==> src/rtl/bn_down_counter.sv <==
// bn_down_counter: one cascadable modulo-MOD down-counter digit.
// A stage's ei is driven by the previous stage's eu, so eu carries the borrow
// to the next, more significant digit. A parallel load saturates any d >= MOD
// to MOD-1.
// Optional build macro BN_DOWN_COUNTER_UF_FLAG_EN adds a sticky underflow flag
// (uf) and its acknowledge input (uf_ack).
module bn_down_counter #(
  parameter int unsigned W   = 4,
  parameter int unsigned MOD = 16
) (
  input  logic         clock,
  input  logic         reset_,
  input  logic         ei,
  input  logic         load,
  input  logic [W-1:0] d,
`ifdef BN_DOWN_COUNTER_UF_FLAG_EN
  input  logic         uf_ack,
  output logic         uf,
`endif
  output logic         eu,
  output logic [W-1:0] q,
  output logic         zero
);

  localparam int unsigned WE = W + 1;
  // Highest reachable count; for MOD == 2^W this equals the W-bit all-ones value.
  localparam logic [W-1:0]  QMax   = W'(MOD - 1);
  // Modulus widened by one bit so MOD == 2^W stays representable in the compare.
  localparam logic [WE-1:0] ModExt = WE'(MOD);

  logic [W-1:0] q_q;
  logic [W-1:0] q_d;
  logic         q_is_zero;

  assign q_is_zero = (q_q == '0);

  // Borrow-out: a decrement request at zero, suppressed by load and by reset.
  assign eu   = reset_ & ei & ~load & q_is_zero;
  assign zero = q_is_zero;
  assign q    = q_q;

  // Next count: load (with saturation) beats decrement; otherwise hold.
  always_comb begin
    q_d = q_q;
    if (load) begin
      q_d = ({1'b0, d} >= ModExt) ? QMax : d;
    end else if (ei) begin
      q_d = q_is_zero ? QMax : (q_q - W'(1));
    end
  end

  // Count register; asynchronous clear to zero.
  always_ff @(posedge clock or negedge reset_) begin
    if (!reset_) begin
      q_q <= '0;
    end else begin
      q_q <= q_d;
    end
  end

`ifdef BN_DOWN_COUNTER_UF_FLAG_EN
  typedef enum logic {
    ST_IDLE    = 1'b0,
    ST_FLAGGED = 1'b1
  } uf_state_e;

  uf_state_e state_q;
  uf_state_e state_d;

  // Flag FSM: set on any borrow-out; an ack clears it unless a new borrow lands in the same cycle.
  always_comb begin
    state_d = state_q;
    unique case (state_q)
      ST_IDLE: begin
        if (eu) begin
          state_d = ST_FLAGGED;
        end
      end
      ST_FLAGGED: begin
        if (uf_ack && !eu) begin
          state_d = ST_IDLE;
        end
      end
      default: state_d = ST_IDLE;
    endcase
  end

  // Flag state register; reset returns to IDLE.
  always_ff @(posedge clock or negedge reset_) begin
    if (!reset_) begin
      state_q <= ST_IDLE;
    end else begin
      state_q <= state_d;
    end
  end

  assign uf = (state_q == ST_FLAGGED);
`endif

endmodule

==> config.mk <==
export PLATFORM = sky130hd
export DESIGN_NAME = bn_down_counter
export DESIGN_NICKNAME = d
export VERILOG_FILES = /design/src/rtl/bn_down_counter.sv
export SDC_FILE = /design/constraint.sdc
export NUM_CORES = 1
export LEC_CHECK = 0
export ABC_AREA = 1
export ABC_CLOCK_PERIOD_IN_PS = 1200
export CAP_MARGIN = 20
export CORE_AREA = 5 5 42 44
export CTS_BUF_LIST = sky130_fd_sc_hd__clkbuf_2
export CTS_CLUSTER_SIZE = 12
export DETAILED_ROUTE_END_ITERATION = 6
export DIE_AREA = 0 0 47 49
export DONT_BUFFER_PORTS = 1
export PLACE_DENSITY = 0.42
export SETUP_SLACK_MARGIN = 0.5
export SLEW_MARGIN = 20
export SYNTH_ARGS = -nofsm -noshare
export SYNTH_HDL_FRONTEND = slang
export SYNTH_SLANG_ARGS = --single-unit
==> constraint.sdc <==
create_clock -name clock -period 1.2 [get_ports clock]
set_clock_uncertainty 0.1 [all_clocks]
set_input_delay 0.24 -clock clock [delete_from_list [all_inputs] [get_ports clock]]
set_output_delay 0.24 -clock clock [all_outputs]
set_load 0.1 [all_outputs]
Word level (Yosys, flattened, before mapping) --
Cells that the tools add are included.
Cells by class: $add $sub $neg 1, muxes and demuxes 3, bitwise operators 4, reductions and logical operators 2
Operators by type and width (number):
- $mux W4 | 3
- $logic_not A4 Y1 | 1
- $sub A4 B1 Y4 const B | 1
- $and A1 B1 Y1 | 3
- $reduce_bool A2 Y1 | 1
- $not A1 Y1 | 1
Word-level totals: flip-flop bits (word level) 4, input bits 8, output and inout port bits 6, word-level logic and storage cells 11

Logic depth before layout (Yosys ltp) --
depth after elaboration 4, mapped depth 6, gate-level depth less buffers 6

Least setup slack after synthesis --
Ideal clock, no wire load.
path type reg-to-output, start point register q_q[0] (netlist: q[0]), end point output eu, arrival time 2.973 ns, data required time 0.860 ns, path slack -2.113 ns, cell stages (with the launch flop) 6, buffers on the path 0, cells stage by stage dfrtp_1 > inv_1 > ha_1 > nand2_1 > nor2_2 > and3_1
On the way: longest elaborated chain between the ends 2
RTL lines:
- start: declaration | line 31 | logic [W-1:0] q_q;
- start signal: assignment | line 57 | q_q <= q_d;
- $logic_not A4 Y1 | line 35 | assign q_is_zero = (q_q == '0);
- via zero | line 22 | output logic zero
- $and A1 B1 Y1 | line 38 | assign eu = reset_ & ei & ~load & q_is_zero;
- end: declaration | line 20 | output logic eu,
The timed path passes the listed nets, and every way through them passes these cells.

Final worst setup path --
start point register q_q[1] (netlist: q[1]), end point output eu
On the way: longest elaborated chain between the ends 2
RTL lines (line):
- $logic_not A4 Y1 | 35
- $and A1 B1 Y1 | 38
Every way passes these cells.

==> out/metrics.yaml <==
outcome:
  status: "finished, violations left"
  failed_checks: "setup timing"
sta:
  final.period_utilization_pct: 143
  hold_viol: 0
  tightest_slew_ns: 0.270
  slew_violations: 0
  rsz0062_at_grt: "yes"
  finalSetupViolCount: 10
  period_minus_slack_ns: 1.71
  fmax_ghz: 0.584
  slew_headroom_pct: 82.0
  whs_ns: 0.0554
  final_critical_path_setup_slack_ns: -0.514
setup_path:
  crit_start: "q[1]"
  r2r-start: "q[1]"
  cp_num_buf_inv: 2
  slowest_stage: "dfrtp_4"
  critical_path_depth: 6
  cp.arrival_ns: 1.37
  worst_setup_path_end_kind: "output port"
  r2r_end: "q[3]"
  reg2reg_setup_slack_ns: -0.39
  critPathMaxStageDelay_ns: 0.48
  crit_path_end: "eu"
  required_ns: 0.86
  cp_max_fo: 2
  crit_path_cell_trace: "inv_4 -> ha_4 -> nand2_4 -> nor2_4 -> and3_4 -> buf_12"
  worstSetupPathType: "reg2out"
  critical_path.top_delay_family: "flip-flops"
  r2r_cells: 9
  worstSetupStartpointType: "flop"
floorplanning:
  coreArea_um2: 1400
  die_x_um: 47
  die_area_um2: 2300
  start_util_pct: 18.2
  dieHeight_um: 49
  pin_count: 14
  rows: 14
clock_network:
  cts-root-buf: "clkbuf_2"
  clk_pin_slew_ns: 0.05
  cts_max_path_buffers: 2
  clock_latency_ns: 0.21
  cts_buffers: 3
  cts_sinks: 4
  tritoncts: "yes"
  cts.htree.levels: 1
logic_synthesis:
  ys_seq_area_share_pct: 39.2
  netlist-cell-type-count: 14
  avgSynthCellArea_um2: 7.73
  ys_ff_latch: 4
  synthCells: 33
  netlist_area_um2: 255
  synth_fp_nets: 42
  yosysWarnings: 0
global_route:
  grt_start_max_net_pins: 7
  grt_pass1_vias: 358
  grt_pass1_wl_um: 1590
  grt-ovfl-total: 0
  grt_usage_pct: 10.0
  antenna_found_initial: 0
drt:
  ant_nets: 0
  drt-initial-drc-count: 6
  vias: 314
  avgRoutedWirePerCell_um: 12.1
  first_pass_iters: 3
  drcViolationCount: 0
  wl_um: 868
  viasPerCell: 4.36
placement:
  port_buffers: 0
  hpwl_um: 618
  gp_congestion: 0.714
  dp_slack_ns: -0.322
final_layout:
  fin_util_pct: 43.4
  layout-drive-gt1-share_pct: 71.4
  antennaDiodeCount: 0
  final_common_cell: "buf_4"
  largest_reg_flops: 4
  layout.cells.most_common_list: "buf_4 (9), nand2_1 (7), buf_12 (6), dfrtp_4 (4), buf_6 (4)"
  synthToLayoutAreaGrowth_pct: 138
  final_nets: 67
power_and_ir_drop:
  max-vdd-ir-drop_mv: 0.603
  powerDensity_nw_per_um2: 1310
  p_leak_uw: 0.000284
  power_uw: 796
worst_hold_path:
  hold_class: "in2reg"
flow_run:
  drv_cap: 0
-- repair_timing --
item,CTS,global route
endpoints found under the setup margin,10,10
setup buffers,7,2
pin swaps,3,1
gates resized for setup,23,4
hold buffers,1,0
endpoints found under the hold margin,4,0
-- worst reg2reg max path: stages (launching register included) --
cell and delay, ns:
dfrtp_4 0.48, buf_4 0.14, buf_6 0.10, buf_6 0.10
buf_6 0.11, buf_12 0.16, nor2_4 0.09, nand3_1 0.07
nand3_1 0.08, nand2_1 0.04
-- synthesized netlist by cell type, drive strengths merged --
cell type  n  area share (%)
o211ai     1             4.9
and3       1             2.5
o21ai      1             2.0
nand3      3             5.9
nand2      9              13
a21oi      1             2.0
dfrtp      4              39
nor2       4             8.8
xor2       1             3.4
inv        5             7.3
ha         1             4.9
a22oi      2             5.9
-- where the power goes --
group | leakage (uW) | switching (uW) | internal, uW
sequential | 0.0000440 | 16.6 | 164
clock | 0.0000125 | 60.0 | 67.4
combinational | 0.000228 | 277 | 211
-- through the flow --
step,area (um2),std cells,setup TNS [ns]
final,608,72,-2.71
after global routing,608,72,-3.17
after global placement,405,59,-0.691
after CTS,577,70,-2.38
after floorplan,298,33,-1.95
after detailed placement,405,59,-0.744
-- per-layer routing --
layer	GRT usage, %	part of all wire, %	vias to the layer above
met2	16.3	54	10
met5	0	0	-
li1	-	-	155
met4	6.91	0	0
met1	10.1	38	149
met3	3.32	7.8	0
-- area by class of cell --
class,count,area (um2)
Fill cell,153,793
Timing Repair Buffer,20,243
Multi-Input combinational cell,24,191
Sequential cell,4,115
Inverter,5,23.8
Tap cell,16,20.0
Clock buffer,3,15.0
-- how the worst min path moves through the flow --
stage,slack [ns],cells after the start,start,endpoint
after floorplan,-0.16,0,reset_,q[0]
after global placement,-0.16,0,reset_,q[0]
after detailed placement,-0.16,0,reset_,q[0]
after CTS,0.04,2,load,q[1]
final,0.06,2,load,q[1]
after global routing,0.07,2,load,q[1]
-- kinds of logic after synthesis --
family | share of synthesized area (%)
fa+ha+maj | 4.90
buf+inv | 7.35
compound gates | 14.7
xor+xnor | 3.43
flops | 39.2
simple gates | 30.4
No activity file was read; power rests on OpenSTA's default activity.
